[src/rtl/param_sync_fifo.sv]
// ---------------------------------------------------------------------------
// param_sync_fifo
//
// Single-clock FIFO with registered read data and occupancy-based status.
// Storage is 2**ADDRESS_WIDTH words. Read and write pointers are plain binary
// counters that wrap naturally. Occupancy is tracked in a separate counter,
// o_level. Every status flag is decoded from that registered level, so no
// input has a combinational path to any output.
//
// Optional feature (macro PARAM_SYNC_FIFO_ERR_FLAGS_EN):
//   adds sticky o_overflow / o_underflow error outputs.
//
// Ports:
//   i_clk           clock
//   i_rst           synchronous active-high reset
//   i_wr_en         write request (ignored while full)
//   i_wr_data       write word
//   i_rd_en         read request (ignored while empty)
//   o_rd_data       read word, loaded on the edge that accepts a read
//   o_rd_valid      o_rd_data holds a freshly popped word this cycle
//   o_full          level == DEPTH
//   o_almost_full   level >= AFULL_LEVEL
//   o_half_full     level >= DEPTH/2
//   o_empty         level == 0
//   o_almost_empty  level <= AEMPTY_LEVEL
//   o_level         current occupancy, 0..DEPTH
//   o_overflow      (macro only) sticky: a write was rejected because full
//   o_underflow     (macro only) sticky: a read was rejected because empty
// ---------------------------------------------------------------------------
module param_sync_fifo #(
  parameter int DATA_SIZE     = 16,
  parameter int ADDRESS_WIDTH = 4,
  parameter int AFULL_LEVEL   = 12,
  parameter int AEMPTY_LEVEL  = 4
) (
  input  logic                     i_clk,
  input  logic                     i_rst,
  input  logic                     i_wr_en,
  input  logic [DATA_SIZE-1:0]     i_wr_data,
  input  logic                     i_rd_en,
  output logic [DATA_SIZE-1:0]     o_rd_data,
  output logic                     o_rd_valid,
  output logic                     o_full,
  output logic                     o_almost_full,
  output logic                     o_half_full,
  output logic                     o_empty,
  output logic                     o_almost_empty,
  output logic [ADDRESS_WIDTH:0]   o_level
`ifdef PARAM_SYNC_FIFO_ERR_FLAGS_EN
  ,
  output logic                     o_overflow,
  output logic                     o_underflow
`endif
);

  localparam int DEPTH   = 2 ** ADDRESS_WIDTH;
  localparam int LEVEL_W = ADDRESS_WIDTH + 1;

  localparam logic [LEVEL_W-1:0]       LVL_ZERO   = {LEVEL_W{1'b0}};
  localparam logic [LEVEL_W-1:0]       LVL_ONE    = LEVEL_W'(1);
  localparam logic [LEVEL_W-1:0]       LVL_FULL   = LEVEL_W'(DEPTH);
  localparam logic [LEVEL_W-1:0]       LVL_HALF   = LEVEL_W'(DEPTH / 2);
  localparam logic [LEVEL_W-1:0]       LVL_AFULL  = LEVEL_W'(AFULL_LEVEL);
  localparam logic [LEVEL_W-1:0]       LVL_AEMPTY = LEVEL_W'(AEMPTY_LEVEL);
  localparam logic [ADDRESS_WIDTH-1:0] PTR_ZERO   = {ADDRESS_WIDTH{1'b0}};
  localparam logic [ADDRESS_WIDTH-1:0] PTR_ONE    = ADDRESS_WIDTH'(1);
  localparam logic [DATA_SIZE-1:0]     DATA_ZERO  = {DATA_SIZE{1'b0}};

  // Storage array. It is deliberately not reset: after a reset the level is
  // zero, so any stale words left in the array can never be read.
  logic [DATA_SIZE-1:0]     mem_q [DEPTH];

  logic [ADDRESS_WIDTH-1:0] wr_ptr_q, wr_ptr_d;
  logic [ADDRESS_WIDTH-1:0] rd_ptr_q, rd_ptr_d;
  logic [LEVEL_W-1:0]       level_q, level_d;
  logic [DATA_SIZE-1:0]     rd_data_q, rd_data_d;
  logic                     rd_valid_q, rd_valid_d;

  logic                     full_s;
  logic                     empty_s;
  logic                     wr_accept_s;
  logic                     rd_accept_s;

  assign full_s  = (level_q == LVL_FULL);
  assign empty_s = (level_q == LVL_ZERO);

  // Accept decisions, pointer/level/read-data next state.
  always_comb begin
    wr_accept_s = i_wr_en & ~full_s;
    rd_accept_s = i_rd_en & ~empty_s;

    wr_ptr_d    = wr_ptr_q;
    rd_ptr_d    = rd_ptr_q;
    rd_data_d   = rd_data_q;
    rd_valid_d  = rd_accept_s;
    level_d     = level_q;

    if (wr_accept_s) begin
      wr_ptr_d = wr_ptr_q + PTR_ONE;
    end else begin
      wr_ptr_d = wr_ptr_q;
    end

    // When no read is accepted, the read data holds its last popped word.
    if (rd_accept_s) begin
      rd_ptr_d  = rd_ptr_q + PTR_ONE;
      rd_data_d = mem_q[rd_ptr_q];
    end else begin
      rd_ptr_d  = rd_ptr_q;
      rd_data_d = rd_data_q;
    end

    // Full and empty gating above already resolves the simultaneous
    // read+write corner cases; only the net change matters here.
    case ({wr_accept_s, rd_accept_s})
      2'b10:   level_d = level_q + LVL_ONE;
      2'b01:   level_d = level_q - LVL_ONE;
      default: level_d = level_q;
    endcase
  end

  // Control state registers with synchronous reset.
  always_ff @(posedge i_clk) begin
    if (i_rst) begin
      wr_ptr_q   <= PTR_ZERO;
      rd_ptr_q   <= PTR_ZERO;
      level_q    <= LVL_ZERO;
      rd_data_q  <= DATA_ZERO;
      rd_valid_q <= 1'b0;
    end else begin
      wr_ptr_q   <= wr_ptr_d;
      rd_ptr_q   <= rd_ptr_d;
      level_q    <= level_d;
      rd_data_q  <= rd_data_d;
      rd_valid_q <= rd_valid_d;
    end
  end

  // Storage write port. Reset blocks writes because the pointers and level
  // restart from zero on that edge.
  always_ff @(posedge i_clk) begin
    if (!i_rst && wr_accept_s) begin
      mem_q[wr_ptr_q] <= i_wr_data;
    end
  end

`ifdef PARAM_SYNC_FIFO_ERR_FLAGS_EN
  logic overflow_q, overflow_d;
  logic underflow_q, underflow_d;

  // Sticky error flags for requests that were rejected by full or empty.
  always_comb begin
    overflow_d  = overflow_q | (i_wr_en & full_s);
    underflow_d = underflow_q | (i_rd_en & empty_s);
  end

  // Error flag registers; only reset clears them.
  always_ff @(posedge i_clk) begin
    if (i_rst) begin
      overflow_q  <= 1'b0;
      underflow_q <= 1'b0;
    end else begin
      overflow_q  <= overflow_d;
      underflow_q <= underflow_d;
    end
  end

  assign o_overflow  = overflow_q;
  assign o_underflow = underflow_q;
`endif

  assign o_rd_data      = rd_data_q;
  assign o_rd_valid     = rd_valid_q;
  assign o_level        = level_q;
  assign o_full         = full_s;
  assign o_empty        = empty_s;
  assign o_almost_full  = (level_q >= LVL_AFULL);
  assign o_half_full    = (level_q >= LVL_HALF);
  assign o_almost_empty = (level_q <= LVL_AEMPTY);

endmodule

[config.mk]
export PLATFORM = sky130hd
export DESIGN_NAME = param_sync_fifo
export DESIGN_NICKNAME = d
export VERILOG_FILES = /design/src/rtl/param_sync_fifo.sv
export SDC_FILE = /design/constraint.sdc
export NUM_CORES = 1
export LEC_CHECK = 0
export CORE_MARGIN = 4
export CORE_UTILIZATION = 50
export CTS_CLUSTER_SIZE = 8
export DETAILED_ROUTE_END_ITERATION = 12
export PLACE_DENSITY = 0.67
export SETUP_SLACK_MARGIN = 0.1
export SYNTH_ARGS = -nofsm -noshare
export SYNTH_HDL_FRONTEND = slang
export SYNTH_SLANG_ARGS = --single-unit
export TNS_END_PERCENT = 100
[constraint.sdc]
create_clock -name i_clk -period 3.59 [get_ports i_clk]
set_clock_uncertainty 0.2 [all_clocks]
set_input_delay 0.5385 -clock i_clk [delete_from_list [all_inputs] [get_ports i_clk]]
set_output_delay 0.5385 -clock i_clk [all_outputs]
set_load 0.02 [all_outputs]
## Yosys cells after proc, flatten, opt, wreduce, memory -nomap -nowiden

Memory sizes are Yosys's and may differ from the RTL's. A register that Yosys moved wholly into a read port is not among the register bits.
Index checks and enable logic that the tools add are counted.

- Bits in writable memories: 256
- Memories kept: 1
- Register bits: 14
- Input port bits: 20
- Logic and storage cells: 26
- Output and inout port bits: 27

Memory list:

| name | depth | bits a word | read ports | clocked after Yosys merged registers in | write ports | line | RTL |
|---|---|---|---|---|---|---|---|
| mem_q | 16 | 16 | 1 | 1 | 1 | 71 | `logic [DATA_SIZE-1:0] mem_q [DEPTH];` |

- Reduce and logical (&&, ||, !) cells: 4
- Magnitude comparators: 3
- Bitwise gates (word level): 4
- Muxes and demuxes: 3
- Add/sub/neg operators: 4
- Eq/ne operators: 3

Operators by type and width:

| cell | count |
|---|---|
| $ge A5 B4 Y1 const B | 2 |
| $pmux W5 S2 | 1 |
| $add A4 B1 Y4 const B | 2 |
| $add A5 B1 Y5 const B | 1 |
| $eq A5 B5 Y1 const B | 1 |
| $le A5 B3 Y1 const B | 1 |
| $logic_not A5 Y1 | 1 |
| $sub A5 B1 Y5 const B | 1 |
| $and A1 B1 Y1 | 2 |
| $eq A2 B1 Y1 const B | 1 |
| $eq A2 B2 Y1 const B | 1 |
| $mux W1 | 2 |
| $not A1 Y1 | 2 |
| $reduce_bool A2 Y1 | 1 |
| $logic_and A1 B1 Y1 | 1 |
| $logic_not A1 Y1 | 1 |

## Depth between registers and ports, before layout

Gate-level depths: netlist of the first run.

- Word-level depth: 6
- Depth in mapped cells: 10
- Depth with buffers taken out: 9

## Worst setup path after synthesis of the first run

OpenSTA, ideal clock, no wires.

- Kind: register to register
- From: reg level_q[0] (netlist: o_level[0])
- To: reg level_q[4] (netlist: o_level[4])
- Arrival time: 2855 ps
- Stages on the path, launching flop included: 11
- Path buffers: 1
- Period minus slack after synthesis: 3175 ps
- Path slack: 415 ps
- Data required time: 3269 ps
- Library setup time: 121 ps
- Cell sequence: dfxtp_1 or4_1 buf_2 o21ai_4 inv_2 ha_1 fa_1 a21o_1 a21oi_1 mux2i_1 mux2_2

- Cells in the longest elaborated chain, start to end: 5
- Elaborated cells on any way between the ends: 12
- Those cells by class: add/sub (2); eq/ne (3); mux (1); bitwise (4); reduce/logical (2)

RTL lines:

| item | line | RTL |
|---|---|---|
| start: declaration | 75 | `logic [LEVEL_W-1:0] level_q, level_d;` |
| start signal: assignment | 133 | `level_q <= level_d;` |
| $logic_not A5 Y1 (*) | 85 | `assign empty_s = (level_q == LVL_ZERO);` |
| $not A1 Y1 (*) | 90 | `rd_accept_s = i_rd_en & ~empty_s;` |
| $and A1 B1 Y1 (*) | 90 |  |
| via rd_accept_s | 82 | `logic rd_accept_s;` |
| $eq A2 B1 Y1 or $eq A2 B2 Y1 (tied branches) | 115 | `case ({wr_accept_s, rd_accept_s})` |
| $pmux W5 S2 or $reduce_bool A2 Y1 (tied branches) | - |  |

Mark *: on every way through the listed nets, which the timed path passes. The rest lies on a longest branch.
A chain may end at the register's enable or synchronous reset.

## Worst setup path in the final report of the first run

Ends and elaborated chain as after synthesis.

==> results.json, run 1 <==
{
  "status": "completed",
  "area_growth_pct": 19.85,
  "grt_pass1_wl_mm": 36.49,
  "tns_ns": 0,
  "synth_area_per_cell_um2": 20.55,
  "grt_start_max_net_pins": 38,
  "cp.depth": 9,
  "start_kind": "flip-flop",
  "die_h_um": 157.0,
  "r2r_cells": 9,
  "antennaDiodeCount": 0,
  "rsz0062_at_grt": "no",
  "drt_iter0_drc": 386,
  "gp_congestion": 0.8465,
  "hpwl_mm": 13.42,
  "regArea_um2": 8294,
  "wl_met2_mm": 12.06,
  "wl_per_cell_um": 24.80,
  "initial_core_util_pct": 50.84,
  "topRoutingLayerUsed": "met4",
  "detail-route-antenna-nets": 0,
  "cts_tree": "yes",
  "first_pass_iters": 4,
  "post_dp_cell_area_um2": 12120,
  "cp_top_family": "simple AND/OR/NAND/NOR gates",
  "min_path_type": "reg -> reg",
  "layout_min_cycle_time_ns": 3.258,
  "rows": 54,
  "viasPerCell": 5.847,
  "grt_pass1_vias": 5888,
  "critical_path.slowest_cell": "or4_1",
  "coreArea_um2": 21820,
  "die-area_um2": 24640,
  "io_pins": 47,
  "antenna_found_initial": 0,
  "drv_slew": 0,
  "crit_chain": "or4_1, o21ai_4, inv_2, ha_1, fa_1, a21o_1, a21oi_1, mux2i_1, mux2_2",
  "die_x_um": 157.0,
  "path_buf_inv": 1,
  "cp_max_fo": 7,
  "ys_ff_latch": 286,
  "critPathKind": "reg -> reg",
  "h-tree-depth": 2,
  "clk_path_buf_depth": 3,
  "cts_resized": 0,
  "maxCapViolations": 0,
  "end_kind": "flip-flop",
  "p_per_area_nw_per_um2": 695.3,
  "ys_warn_count": 0,
  "setup_viol": 0,
  "final_area_um2": 13300,
  "slew_headroom_pct": 56.84,
  "num-fill-cells": 1526,
  "min_period_over_period_pct": 90.75,
  "cts.sinks": 286,
  "multiInputGateArea_um2": 2674,
  "worstPathRequired_ns": 3.79,
  "setup_ws_ns": 0.3322,
  "syn_nets": 570,
  "wl_met1_mm": 9.754,
  "grt_usage_pct": 20.04,
  "pre_cts_ws_ns": 0.3428,
  "ir_worst_vdd_mv": 0.3757,
  "cpPeakStageDelay_ns": 0.70,
  "fmax_mhz": 307.0,
  "clk_pin_slew_ns": 0.05,
  "clkLatencyLatePin_ns": 0.51,
  "p_leak_uw": 0.004227,
  "worstMarginPinSlew_ns": 0.6440,
  "cts-root-buf": "clkbuf_16",
  "synth_area_um2": 11090,
  "hold_depth": 2,
  "grt_overflow": 0,
  "nNetsFinal": 665,
  "synth-seq-area-share_pct": 74.70,
  "numCtsBuffers": 41,
  "io_buffers": 46,
  "arrival_ns": 3.45,
  "drc": 0,
  "via_count": 5537,
  "postCtsHoldBufs": 0,
  "wl_met3_mm": 1.420,
  "netlist_instances": 540,
  "yosys.cell_types.count": 39,
  "hold_violations": 0,
  "postCtsSetupRepairBufs": 0,
  "drive_gt1_share_pct": 25.49,
  "postRouteWirelength_mm": 23.49
}
## cell usage in the layout (no fill, tap or decap), types with 2 or more instances in the layout
cell / count
o221ai_1: 14
buf_4: 30
a21o_1: 2
edfxtp_1: 256
inv_1: 4
inv_6: 2
clkbuf_1: 31
clkbuf_16: 41
xor2_1: 5
dfxtp_2: 2
buf_12: 5
mux4_2: 64
mux2i_1: 35
nand3b_1: 18
o211ai_1: 3
clkdlybuf4s50_1: 46
xnor2_1: 3
o221ai_2: 2
a21oi_1: 5
nand2_1: 8
or3_1: 3
dfxtp_1: 27
nor2_1: 18
nor2_2: 16
ha_1: 9
## through the flow
stage / util, % / cells / power, uW / hold WS (ns)
final: 60.93 / 947 / 9245 / 0.3115
after floorplan: - / 540 / 5240 / 0.2783
after CTS: 60.93 / 947 / 9340 / 0.3116
after global routing: 60.93 / 947 / 9664 / 0.3417
after detailed placement: 55.55 / 872 / 5865 / 0.2997
after global placement: 55.55 / 872 / 5813 / 0.2953
## per-layer routing
| metal | GRT usage [%] | vias up |
|---|---|---|
| met1 | 27.56 | 2917 |
| li1 | - | 2419 |
| met2 | 33.65 | 176 |
| met5 | 0 | - |
| met4 | 4.339 | 0 |
| met3 | 4.207 | 25 |
## cell families (layout without fill, tap and decap cells)
family	Yosys count	in the layout	synth area share, %
xor+xnor	8	8	0.6316
fa+ha+maj	10	10	1.195
buf+inv	34	161	1.556
compound gates	31	31	2.335
mux	100	100	16.25
simple gates	71	71	3.327
flops	286	286	74.70
## worst min-delay path, stage by stage, from the launching register on
cell and delay, ns:
dfxtp_1 0.33, o21ai_0 0.08, a21oi_1 0.06
## synth_stat cells, drive strengths merged
cell type / number / share of area [%]
o21ai: 2 / 0.19
mux2i: 35 / 3.2
o21a: 1 / 0.068
o221ai: 16 / 1.4
nand2: 8 / 0.27
o211ai: 3 / 0.20
buf: 16 / 0.95
inv: 5 / 0.17
a21o: 2 / 0.14
and3: 1 / 0.056
mux4: 64 / 13
or4: 1 / 0.068
nor4: 1 / 0.056
o31ai: 1 / 0.068
nor2: 34 / 1.2
nor2b: 1 / 0.056
clkbuf: 13 / 0.44
nand3: 1 / 0.045
edfxtp: 256 / 69
xor2: 5 / 0.39
dfxtp: 30 / 5.4
or3b: 1 / 0.079
xnor2: 3 / 0.24
nand3b: 19 / 1.3
a21oi: 5 / 0.23
or3: 3 / 0.17
ha: 9 / 1.0
fa: 1 / 0.18
a21boi: 1 / 0.068
or2: 1 / 0.056
mux2: 1 / 0.10
## sequential cells by signal, summed over array words and instances (netlist names)
name / flops
rd_ptr_q: 4
wr_ptr_q: 4
o_rd_data: 16
o_rd_valid: 1
mem_q: 256
o_level: 5
## where the power goes
group / internal (uW) / switching [uW]
registers: 3790 / 203
logic: 910 / 876
clock network: 2160 / 1310
total: 6850 / 2390
## worst paths after layout
check              start     endpoint  slack [ns]
max           o_level[0]   o_level[4]        0.33
min          rd_ptr_q[3]  rd_ptr_q[3]        0.31
max reg2reg   o_level[0]   o_level[4]        0.33
min reg2reg  rd_ptr_q[3]  rd_ptr_q[3]        0.31
## layout make-up
type | count | area share (%)
Sequential cell | 286 | 62.38
Multi-Input combinational cell | 220 | 20.11
Clock buffer | 73 | 8.695
Timing Repair Buffer | 81 | 5.909
Tap cell | 280 | 2.635
Inverter | 5 | 0.1411
Clock inverter | 2 | 0.1317
No activity file was read; power rests on OpenSTA's default activity.
==> run 2: changes to the inputs <==
- CORE_UTILIZATION: 50 -> 55
- PLACE_DENSITY: 0.67 -> 0.72
==> run 2 against run 1 <==
Net effect:
- worst setup slack worse by 0.016 ns
- non-clock buffer count down 5
- fmax down 0.48%
- worst hold slack worse by 0.0054 ns
==> results.json, run 2 (synthesis gave the netlist of run 1 again) <==
{
  "status": "completed",
  "postLayoutCoreUtil_pct": 67.58,
  "critical_path.slowest_cell": "or4_1",
  "hold_path_end": "o_rd_data[6]",
  "via_count": 5560,
  "hold_path_startpoint": "o_rd_data[6]",
  "grt_usage_pct": 22.05,
  "viasPerCell": 6.037,
  "critPathKind": "reg -> reg",
  "cp_max_fo": 7,
  "tns_ns": 0,
  "power.total_uw": 9224,
  "area_growth_pct": 19.71,
  "slew_headroom_pct": 51.27,
  "ir_worst_vdd_mv": 0.4258,
  "grt_pass1_vias": 5883,
  "clk_pin_slew_ns": 0.05,
  "largest_reg_flops": 256,
  "cts_tree": "yes",
  "rows": 51,
  "clkLatencyLatePin_ns": 0.51,
  "min_path_type": "reg -> reg",
  "die_h_um": 150.0,
  "end_kind": "flip-flop",
  "r2r_slack_ns": 0.32,
  "postCtsHoldBufs": 0,
  "hpwl_mm": 13.59,
  "gp_congestion": 0.7637,
  "cts.sinks": 286,
  "antennaDiodeCount": 0,
  "cts_resized": 0,
  "maxCapViolations": 0,
  "p_per_area_nw_per_um2": 694.5,
  "num-fill-cells": 1328,
  "grt_start_max_net_pins": 66,
  "die-area_um2": 22510,
  "setup_viol": 0,
  "crit_chain": "or4_1, o21ai_4, inv_2, ha_1, fa_1, a21o_1, a21oi_1, mux2i_1, mux2_2",
  "rsz0062_at_grt": "no",
  "postRouteWirelength_mm": 23.48,
  "cpPeakStageDelay_ns": 0.70,
  "h-tree-depth": 2,
  "drt_iter0_drc": 478,
  "coreArea_um2": 19650,
  "first_pass_iters": 5,
  "worstMarginPinSlew_ns": 0.7277,
  "cts-root-buf": "clkbuf_16",
  "p_leak_uw": 0.004208,
  "initial_core_util_pct": 56.45,
  "arrival_ns": 3.47,
  "worstPathRequired_ns": 3.79,
  "antenna_found_initial": 0,
  "hold_violations": 0,
  "regMostFlops": "mem_q",
  "setup_ws_ns": 0.3165,
  "io_pins": 47,
  "hold_depth": 2,
  "drv_slew": 0,
  "io_buffers": 46,
  "clk_path_buf_depth": 3,
  "postCtsSetupRepairBufs": 0,
  "timing.rr.start": "o_level[0]",
  "r2r_cells": 9,
  "drc": 0,
  "numCtsBuffers": 41,
  "grt_overflow": 0,
  "final_common_cell": "edfxtp_1",
  "pre_cts_ws_ns": 0.3134,
  "start_kind": "flip-flop",
  "drive_gt1_share_pct": 25.00,
  "nNetsFinal": 660,
  "mostFrequentLayoutCells": "256 x edfxtp_1, 64 x mux4_2, 46 x clkdlybuf4s50_1, 42 x clkbuf_16, 35 x mux2i_1",
  "detail-route-antenna-nets": 0,
  "layout_min_cycle_time_ns": 3.273,
  "worst_r2r_endpoint": "o_level[4]",
  "wl_per_cell_um": 25.50,
  "die_x_um": 150.0,
  "min_period_over_period_pct": 91.18,
  "fmax_mhz": 305.5,
  "grt_pass1_wl_mm": 36.29
}
## run 2: worst max-delay path by stage
| stage | slack (ns) | end | startpoint | depth (start not counted) |
|---|---|---|---|---|
| CTS | 0.31 | o_level[4] | o_level[0] | 9 |
| global placement | 0.35 | o_level[4] | i_wr_en | 9 |
| floorplan | 0.41 | o_level[4] | o_level[0] | 10 |
| finish | 0.32 | o_level[4] | o_level[0] | 9 |
| global route | 0.16 | o_level[4] | o_level[0] | 9 |
| detailed placement | 0.31 | o_level[4] | o_level[0] | 9 |
## run 2: where the power goes
part	switching, uW	internal [uW]
clock	1280	2150
sequential	238	3790
combinational	848	913
total	2370	6850
## run 2: area by class of cell
type / instances / area (um^2) / area share, %
sequential: 286 / 8294 / 62.45
multi-input combinational: 220 / 2674 / 20.13
clock buffer: 68 / 1149 / 8.648
timing repair buffer: 76 / 798.3 / 6.010
tap: 265 / 331.6 / 2.496
inverter: 5 / 18.77 / 0.1413
clock inverter: 1 / 16.27 / 0.1225
## run 2: critical path, delay by kind of cell, from the launching register on
family / cells / cell delay [ns]
fa+ha+maj: 2 / 0.69
flops: 1 / 0.38
buf+inv: 1 / 0.08
simple gates: 1 / 0.70
mux: 2 / 0.57
compound gates: 3 / 0.55
## run 2: metrics by stage
stage | hold slack (ns) | std cells | instance area, um^2
5_1_grt | 0.3479 | 921 | 13280
6_report | 0.3061 | 921 | 13280
4_1_cts | 0.3124 | 921 | 13280
3_5_place_dp | 0.2908 | 852 | 12120
3_3_place_gp | 0.2857 | 852 | 12120
2_1_floorplan | 0.2783 | 540 | 11090
## run 2: metal layers
layer  share of wire (%)  vias to the layer above  global-route usage (%)
met5                   0                        -                       0
met4                 2.3                        0                   6.679
met3                 7.4                       46                   4.240
met2                  51                      230                   36.22
met1                  40                     2888                   30.49
li1                    -                     2396                       -
==> run 3: changes to the inputs <==
- ABC_CLOCK_PERIOD_IN_PS: unset -> 3590
- SETUP_SLACK_MARGIN: 0.1 -> 0.2
==> run 3 against run 2 <==
Net effect:
- via count is 0.16% higher
- non-clock buffer count stayed put
- register-to-register slack better by 0.10 ns
- first-iteration DRC count is 0.63% lower
- count of clock-buffer cells in the layout stayed put
- worst setup slack better by 0.10 ns
- critical path depth stayed put
- final cell count stayed put
- combinational power hardly changed
==> results.json, run 3 (synthesis gave the netlist of run 1 again) <==
{
  "slew_headroom_pct": 50.84,
  "postCtsHoldBufs": 0,
  "via_count": 5569,
  "cts_tree": "yes",
  "rows": 51,
  "hpwl_mm": 13.59,
  "min_path_type": "reg -> reg",
  "die-area_um2": 22510,
  "nNetsFinal": 660,
  "critPathKind": "reg -> reg",
  "drv_slew": 0,
  "arrival_ns": 3.37,
  "initial_core_util_pct": 56.45,
  "path_buf_inv": 1,
  "postRouteWirelength_mm": 23.47,
  "post_dp_cell_area_um2": 12120,
  "critical_path.slowest_cell": "or4_4",
  "gp_congestion": 0.7637,
  "tns_ns": 0,
  "end_kind": "flip-flop",
  "min_period_over_period_pct": 88.28,
  "grt_pass1_wl_mm": 36.29,
  "regMostFlops": "mem_q",
  "area_growth_pct": 19.75,
  "drive_gt1_share_pct": 25.15,
  "p_per_area_nw_per_um2": 695.4,
  "p_comb_share_pct": 19.2,
  "ir_worst_vdd_mv": 0.4252,
  "grt_usage_pct": 22.05,
  "io_buffers": 46,
  "cts.sinks": 286,
  "cpPeakStageDelay_ns": 0.62,
  "p_seq_share_pct": 43.6,
  "h-tree-depth": 2,
  "status": "completed",
  "cp_max_fo": 7,
  "first_pass_iters": 5,
  "p_int_uw": 6862,
  "cp_top_family": "adder cells",
  "drt_iter0_drc": 475,
  "largest_reg_flops": 256,
  "clk_path_buf_depth": 3,
  "postLayoutCoreUtil_pct": 67.60,
  "detail-route-antenna-nets": 0,
  "rsz0062_at_grt": "no",
  "crit_chain": "or4_4, o21ai_4, inv_2, ha_1, fa_1, a21o_1, a21oi_1, mux2i_1, mux2_2",
  "final_area_um2": 13290,
  "clk_pin_slew_ns": 0.05,
  "antennaDiodeCount": 0,
  "final_common_cell": "edfxtp_1",
  "die_x_um": 150.0,
  "grt_pass1_vias": 5883,
  "p_leak_uw": 0.004208,
  "maxCapViolations": 0,
  "switchingPower_uw": 2377,
  "viasPerCell": 6.047,
  "mostFrequentLayoutCells": "256 x edfxtp_1, 64 x mux4_2, 46 x clkdlybuf4s50_1, 42 x clkbuf_16, 35 x mux2i_1",
  "setup_viol": 0,
  "postCtsSetupRepairBufs": 0,
  "grt_start_max_net_pins": 66,
  "cts-root-buf": "clkbuf_16",
  "antenna_found_initial": 0,
  "io_pins": 47,
  "worstMarginPinSlew_ns": 0.7341,
  "clkLatencyLatePin_ns": 0.51,
  "die_h_um": 150.0,
  "layout_min_cycle_time_ns": 3.169,
  "power_frac_clock_pct": 37.3,
  "worstPathRequired_ns": 3.79,
  "numCtsBuffers": 41,
  "hold_violations": 0,
  "wl_per_cell_um": 25.48,
  "fmax_mhz": 315.5,
  "coreArea_um2": 19650,
  "drc": 0,
  "grt_overflow": 0,
  "sw_frac_of_total_pct": 25.72,
  "start_kind": "flip-flop"
}
==> run 3: cell counts in the layout (fill, tap and decap cells not counted) <==
No cell type changed its count.
==> run 3: cell type report <==
cell class	instances	area, um^2
fill	1329	6369
clock inverter	1	16.27
clock buffer	68	1149
multi-input combinational	220	2678
inverter	5	18.77
tap	265	331.6
sequential	286	8294
timing repair buffer	76	798.3
==> run 3: metrics by stage <==
stage	worst slack, ns	hold WS (ns)	total power [uW]	instances
6_report	0.4207	0.3062	9239	921
5_1_grt	0.2695	0.3479	9626	921
4_1_cts	0.3109	0.3124	9306	921
3_5_place_dp	0.3134	0.2908	5858	852
3_3_place_gp	0.3511	0.2857	5813	852
2_1_floorplan	0.4145	0.2783	5240	540
==> run 3: final timing paths <==
path | startpoint | endpoint | slack, ns | depth (start not counted)
hold / removal | o_rd_data[6] | o_rd_data[6] | 0.31 | 2
hold reg to reg | o_rd_data[6] | o_rd_data[6] | 0.31 | 2
setup / recovery | o_level[0] | o_level[4] | 0.42 | 9
setup reg to reg | o_level[0] | o_level[4] | 0.42 | 9
==> run 3: worst register-to-register path, delay by kind of cell (launching register included) <==
family          cells  cell delay (ns)
mux                 2             0.57
flops               1             0.38
simple gates        1             0.62
compound gates      3             0.52
fa+ha+maj           2             0.69
buf+inv             1             0.08
==> run 3: repair_timing <==
item | in CTS | in global routing
endpoints found under the hold margin | 0 | 0
setup endpoints to repair | 0 | 1
resized for setup | 0 | 1
==> run 3: power groups by stage <==
stage | sequential (uW) | clock, uW | combinational (uW)
after floorplan | 4040 | 0 | 1200
after global placement | 4080 | 0 | 1730
after detailed placement | 4090 | 0 | 1760
after CTS | 4030 | 3490 | 1780
after global routing | 4060 | 3670 | 1900
final | 4020 | 3440 | 1770
==> run 3: per-layer routing <==
layer / up-vias / track usage (%) / part of all wire [%]
met4: 0 / 6.679 / 2.4
li1: 2403 / - / -
met1: 2889 / 30.49 / 40
met5: - / 0 / 0
met2: 229 / 36.22 / 50
met3: 48 / 4.240 / 7.1
